===== src/rtl/hls_xb_pkg.sv =====
// Shared types and default sizes for the HLS ap_fifo -> Xillybus read-stream bridge.
package hls_xb_pkg;

  localparam int DATA_W_DEF     = 32;
  localparam int DEPTH_LOG2_DEF = 4;
  localparam int LEN_W_DEF      = 16;

  typedef enum logic [1:0] {
    IDLE   = 2'd0,
    STREAM = 2'd1,
    DRAIN  = 2'd2,
    EOF    = 2'd3
  } state_t;

endpackage


===== src/rtl/hls_rd_ring.sv =====
// Dual-pointer ring buffer with a registered read port; pointers carry a wrap bit
// so full and empty are distinguishable without a separate count register.
module hls_rd_ring
  import hls_xb_pkg::*;
#(
  parameter int DATA_W     = DATA_W_DEF,
  parameter int DEPTH_LOG2 = DEPTH_LOG2_DEF
) (
  input  logic                  clk,
  input  logic                  rst_n,
  input  logic                  flush,
  input  logic                  wr_en,
  input  logic [DATA_W-1:0]     wr_data,
  input  logic                  rd_en,
  output logic [DATA_W-1:0]     rd_data,
  output logic                  empty,
  output logic                  full,
  output logic [DEPTH_LOG2:0]   fill
);

  localparam int DEPTH = 1 << DEPTH_LOG2;
  localparam logic [DEPTH_LOG2:0] PTR_ONE = (DEPTH_LOG2+1)'(1);

  logic [DATA_W-1:0]   r_mem [DEPTH];
  logic [DEPTH_LOG2:0] r_wr_ptr;
  logic [DEPTH_LOG2:0] r_rd_ptr;
  logic [DATA_W-1:0]   r_rd_data;
  logic                w_same_idx;

  assign w_same_idx = (r_wr_ptr[DEPTH_LOG2-1:0] == r_rd_ptr[DEPTH_LOG2-1:0]);
  assign empty      = (r_wr_ptr == r_rd_ptr);
  assign full       = w_same_idx && (r_wr_ptr[DEPTH_LOG2] != r_rd_ptr[DEPTH_LOG2]);
  assign fill       = r_wr_ptr - r_rd_ptr;
  assign rd_data    = r_rd_data;

  // Storage needs no reset; pointers alone define which entries are valid.
  always_ff @(posedge clk) begin
    if (wr_en) begin
      r_mem[r_wr_ptr[DEPTH_LOG2-1:0]] <= wr_data;
    end
  end

  always_ff @(posedge clk or negedge rst_n) begin
    if (!rst_n) begin
      r_wr_ptr <= '0;
      r_rd_ptr <= '0;
    end else if (flush) begin
      r_wr_ptr <= '0;
      r_rd_ptr <= '0;
    end else begin
      if (wr_en) r_wr_ptr <= r_wr_ptr + PTR_ONE;
      if (rd_en) r_rd_ptr <= r_rd_ptr + PTR_ONE;
    end
  end

  always_ff @(posedge clk or negedge rst_n) begin
    if (!rst_n) begin
      r_rd_data <= '0;
    end else if (rd_en) begin
      r_rd_data <= r_mem[r_rd_ptr[DEPTH_LOG2-1:0]];
    end
  end

endmodule


===== src/rtl/hls_to_xillybus_rd.sv =====
// Bridges an HLS ap_fifo write port into the Xillybus 32-bit read stream (non-FWFT),
// with optional end-of-frame after a word count latched when the host opens the file.
//
//   state  | meaning
//   IDLE   | file closed; no writes accepted, ring held flushed
//   STREAM | accepting HLS writes and host reads
//   DRAIN  | frame fully written; host still reading remaining words
//   EOF    | frame delivered; eof asserted until the host closes the file
module hls_to_xillybus_rd
  import hls_xb_pkg::*;
#(
  parameter int DATA_W     = DATA_W_DEF,
  parameter int DEPTH_LOG2 = DEPTH_LOG2_DEF,
  parameter int LEN_W      = LEN_W_DEF
) (
  input  logic                  bus_clk,
  input  logic                  ap_rst_n,
  input  logic [LEN_W-1:0]      frame_len,
  input  logic [DATA_W-1:0]     out_arr_din,
  input  logic                  out_arr_write,
  output logic                  out_arr_full_n,
  input  logic                  user_r_read_32_open,
  input  logic                  user_r_read_32_rden,
  output logic                  user_r_read_32_empty,
  output logic [DATA_W-1:0]     user_r_read_32_data,
  output logic                  user_r_read_32_eof,
  output logic [DEPTH_LOG2:0]   fill_level,
  output logic                  proto_err
);

  state_t            r_state;
  state_t            w_state_nxt;
  logic [LEN_W-1:0]  r_len_q;
  logic [LEN_W-1:0]  r_words_in;
  logic [LEN_W-1:0]  r_words_out;
  logic [LEN_W-1:0]  w_words_in_nxt;
  logic [LEN_W-1:0]  w_words_out_nxt;
  logic              r_proto_err;
  logic              w_ring_empty;
  logic              w_ring_full;
  logic              w_acc_wr;
  logic              w_acc_rd;
  logic              w_flush;

  assign w_flush              = !user_r_read_32_open;
  assign out_arr_full_n       = (r_state == STREAM) && !w_ring_full;
  assign user_r_read_32_empty = w_ring_empty || (r_state == EOF);
  assign user_r_read_32_eof   = (r_state == EOF);
  assign proto_err            = r_proto_err;

  assign w_acc_wr = out_arr_write && out_arr_full_n;
  assign w_acc_rd = user_r_read_32_rden && !user_r_read_32_empty;

  assign w_words_in_nxt  = r_words_in  + {{(LEN_W-1){1'b0}}, w_acc_wr};
  assign w_words_out_nxt = r_words_out + {{(LEN_W-1){1'b0}}, w_acc_rd};

  hls_rd_ring #(
    .DATA_W     (DATA_W),
    .DEPTH_LOG2 (DEPTH_LOG2)
  ) u_ring (
    .clk     (bus_clk),
    .rst_n   (ap_rst_n),
    .flush   (w_flush),
    .wr_en   (w_acc_wr),
    .wr_data (out_arr_din),
    .rd_en   (w_acc_rd),
    .rd_data (user_r_read_32_data),
    .empty   (w_ring_empty),
    .full    (w_ring_full),
    .fill    (fill_level)
  );

  // IDLE is only entered with open low (or from reset), so open high in IDLE is the 0->1 edge.
  // Transitions use next-count values so full_n drops the cycle right after the last frame word.
  always_comb begin
    w_state_nxt = r_state;
    if (!user_r_read_32_open) begin
      w_state_nxt = IDLE;
    end else begin
      case (r_state)
        IDLE:    w_state_nxt = STREAM;
        STREAM:  if ((r_len_q != '0) && w_acc_wr && (w_words_in_nxt == r_len_q))
                   w_state_nxt = DRAIN;
        DRAIN:   if (w_words_out_nxt == r_len_q)
                   w_state_nxt = EOF;
        EOF:     w_state_nxt = EOF;
        default: w_state_nxt = IDLE;
      endcase
    end
  end

  always_ff @(posedge bus_clk or negedge ap_rst_n) begin
    if (!ap_rst_n) begin
      r_state     <= IDLE;
      r_len_q     <= '0;
      r_words_in  <= '0;
      r_words_out <= '0;
    end else begin
      r_state <= w_state_nxt;
      if ((r_state == IDLE) && user_r_read_32_open) begin
        r_len_q <= frame_len;
      end
      if (w_flush || (r_state == IDLE)) begin
        r_words_in  <= '0;
        r_words_out <= '0;
      end else begin
        r_words_in  <= w_words_in_nxt;
        r_words_out <= w_words_out_nxt;
      end
    end
  end

  always_ff @(posedge bus_clk or negedge ap_rst_n) begin
    if (!ap_rst_n) begin
      r_proto_err <= 1'b0;
    end else if ((out_arr_write && !out_arr_full_n) ||
                 (user_r_read_32_rden && user_r_read_32_empty)) begin
      r_proto_err <= 1'b1;
    end
  end

endmodule


===== config.mk =====
export PLATFORM = sky130hd
export DESIGN_NAME = hls_to_xillybus_rd
export DESIGN_NICKNAME = d
export VERILOG_FILES = /design/src/rtl/hls_xb_pkg.sv /design/src/rtl/hls_rd_ring.sv /design/src/rtl/hls_to_xillybus_rd.sv
export SDC_FILE = /design/constraint.sdc
export NUM_CORES = 1
export LEC_CHECK = 0
export ABC_CLOCK_PERIOD_IN_PS = 6200
export CAP_MARGIN = 25
export CORE_AREA = 2 2 250 252
export DETAILED_ROUTE_END_ITERATION = 6
export DIE_AREA = 0 0 252 254
export PLACE_DENSITY_LB_ADDON = 0.3
export SLEW_MARGIN = 20
export SYNTH_ARGS = -nofsm -noshare
export SYNTH_HDL_FRONTEND = slang
export SYNTH_HIERARCHICAL = 1
export SYNTH_SLANG_ARGS = --single-unit

===== constraint.sdc =====
create_clock -name bus_clk -period 6.2 [get_ports bus_clk]
set_input_delay 1.24 -clock bus_clk [delete_from_list [all_inputs] [get_ports bus_clk]]
set_output_delay 1.24 -clock bus_clk [all_outputs]
set_load 0.03 [all_outputs]

==> impl_metrics.py <==
metrics = {
    "run_status": {
        "outcome": "complete, no violations",
    },
    "cells_and_area": {
        "drive_gt1_frac": 0.153,
        "nets": 1589,
        "area.growth.synth_to_final_pct": 16.6,
        "instances_no_fill": 2368,
    },
    "clocking": {
        "cts_setup_buffers": 0,
        "tritoncts": "built",
        "clk_latency_ns": 0.61,
        "clock_sinks": 605,
        "post_cts_resized": 0,
        "clk_pin_slew_ns": 0.06,
        "postCtsHoldBufs": 0,
        "root_buffer": "clkbuf_16",
        "clockBufferDepth": 3,
        "h-tree-depth": 3,
        "numCtsBuffers": 67,
    },
    "routing": {
        "dr.first_iter.drc_count": 1313,
        "num_vias": 13281,
        "drt_wl_total_um": 57200,
        "dr.pass1.iters": 5,
        "wl_per_cell_um": 24.2,
        "vias_per_cell": 5.61,
        "ant_nets": 0,
        "route.detailed.drc": 0,
    },
    "min_path": {
        "min_path_type": "flop to flop",
    },
    "global_routing": {
        "grt_usage": 0.180,
        "first_global_vias": 13202,
        "grt_antenna_before_repair": 3,
        "grt.overflow.total": 0,
        "grt_pass1_wl_um": 84800,
        "grt_max_degree": 70,
    },
    "floorplan": {
        "rows": 91,
        "ioPinCount": 94,
        "die_h_um": 254,
        "floorplan.die_area_um2": 64000,
        "fp.dieW_um": 252,
        "core_area_um2": 61300,
        "initial_core_util": 0.397,
    },
    "setup_path": {
        "crit_arrival_ns": 5.19,
        "cp.required_ns": 6.71,
        "crit_fanout": 23,
        "cp-endpoint": "r_state[0]",
        "r2r_slack_ns": 1.52,
        "ff2ff_path_depth": 14,
        "cp-startpoint": "u_ring/r_rd_ptr[1]",
        "crit_type": "flop to flop",
        "cp-start-kind": "flop",
        "worstSetupEndpointType": "flop",
        "r2r-end": "r_state[0]",
        "r2r_start": "u_ring/r_rd_ptr[1]",
    },
    "synthesis": {
        "synth-seq-cells": 605,
        "synthDominantCellAreaShare": 0.633,
        "synth-edff-count": 512,
        "synth_area_leaders": "edfxtp_1, dfrtp_1, mux4_2",
        "synth_area_um2": 24300,
        "yosysTopAreaCell": "edfxtp_1",
        "synth.net_count": 1474,
        "yosysSeqAreaShare": 0.729,
        "synth.avg_cell_area_um2": 17.3,
        "syn_inst": 1407,
        "async_reset_ff_frac": 0.154,
        "synth_flop_cell": "edfxtp_1",
        "yosys_warnings": 6,
        "ys_types": 57,
    },
    "timing": {
        "relSlewSlack": 0.308,
        "fin_setup_tns_ns": 0,
        "finalCritPeriodShare": 0.755,
        "rsz0062_at_grt": "no",
        "tightestPinTransition_ns": 1.04,
        "max_freq_mhz": 214,
        "setup_viol": 0,
        "skew_ns": 0.0362,
        "slew_violations": 0,
        "period_needed_ns": 4.68,
        "hold_violations": 0,
        "layout_setup_ws_ns": 1.52,
    },
    "power": {
        "p_leak_nw": 9.02,
        "vdd_drop_max_mv": 0.230,
        "powerDensity_nw_per_um2": 352,
    },
    "place": {
        "io_buffers": 93,
        "dp.cells": 2243,
        "finalWeightedCongestion": 0.836,
        "dp_slack_ns": 1.42,
        "dp_hpwl_um": 30600,
    },
    "run": {
        "drv_cap": 0,
    },
}
cell usage in the layout (no fill, tap or decap), drive strengths merged, types with 34 or more instances in the layout:
master,count
mux4,64
mux2i,131
buf,34
edfxtp,512
clkdlybuf4s50,92
o22ai,34
a31oi,35
dfrtp,93
clkbuf,91
a21oi,36
xnor2,48
o21ai,46
nor2,101
registers in the layout (all words and copies together) (netlist names), 2 cells and up:
signal and cells:
r_state 2, r_words_in 16, u_ring/r_rd_ptr 5, u_ring/rd_data 32, u_ring/r_wr_ptr 5, r_len_q 16, r_words_out 16, u_ring/r_mem 512
cells in the mapped netlist, types with 11 or more instances:
cell	number
xnor2_1	48
nand3_1	12
a21oi_1	36
clkbuf_1	45
nor2_1	101
nor4_1	17
mux2i_1	131
nand4_1	14
ha_1	13
o22ai_1	34
inv_1	22
nor3_1	11
o21ai_1	33
mux2_2	15
a31oi_1	35
nand2_1	21
edfxtp_1	512
o21ai_0	13
dfrtp_1	93
a221oi_1	33
xor2_1	22
mux4_2	64
kinds of logic after synthesis:
| group | count (synthesis) | synth area share |
|---|---|---|
| buffers and inverters | 103 | 0.0241 |
| xor gates and xnor gates | 71 | 0.0262 |
| DFF | 605 | 0.729 |
| muxes | 210 | 0.120 |
| adders and majority gates | 14 | 0.00752 |
| and+or+nand+nor | 203 | 0.0406 |
| AOI/OAI and AO/OA | 201 | 0.0525 |
final cells by class:
type / count / area, um2
well taps: 790 / 988
multi-input cells: 699 / 6160
fillers: 5213 / 32900
repair buffers: 126 / 1180
flip-flops and latches: 605 / 17700
clock inverters: 33 / 395
inverters: 23 / 86.3
diodes: 1 / 2.50
clock buffers: 91 / 1800
how the worst min path moves through the flow:
stage          startpoint          to  depth (start not counted)
2_1_floorplan  r_state[1]  r_state[0]                          1
3_3_place_gp    proto_err   proto_err                          1
3_5_place_dp    proto_err   proto_err                          1
4_1_cts         proto_err   proto_err                          1
5_1_grt         proto_err   proto_err                          1
6_report        proto_err   proto_err                          1
stage by stage:
stage	util	total power [mW]	instance area, um2	hold WS [ns]
after global routing	0.462	10.3	28300	0.525
after detailed placement	0.426	6.14	26100	0.489
after global placement	0.426	6.12	26100	0.473
final	0.462	9.97	28300	0.505
after floorplan	-	5.65	24300	0.516
after CTS	0.462	10.1	28300	0.501
report_power, final:
group          internal [mW]  leakage, nW  switching (mW)  total [mW]
Clock                   2.32         1.06            1.62        3.93
Combinational          0.587         2.19           0.734        1.32
Sequential              4.56         5.76           0.157        4.71
Total                   7.46         9.02            2.51        9.97
critical path: stages, from the launching register on:
cell and delay [ns]:
dfrtp_4 0.67, inv_1 0.14, ha_1 0.32, nand4_1 0.16
nor2_1 0.06, or2_2 0.34, nor2_4 0.12, ha_1 0.22
nand4_1 0.32, nor4_1 0.69, xnor2_1 0.19, o21ai_0 0.08
or4_1 0.50, or4_1 0.52, a311oi_1 0.26
routing by layer:
layer  up-vias  share of wire  wire [um]  GRT usage
li1       5793              -          -          -
met1      6941           0.45      25500      0.258
met2       448           0.47      26800      0.282
met3        95          0.063       3610     0.0320
met4         4          0.022       1280     0.0504
met5         -        0.00049         28          0
Note: power is estimated with default switching activity, not from simulation.
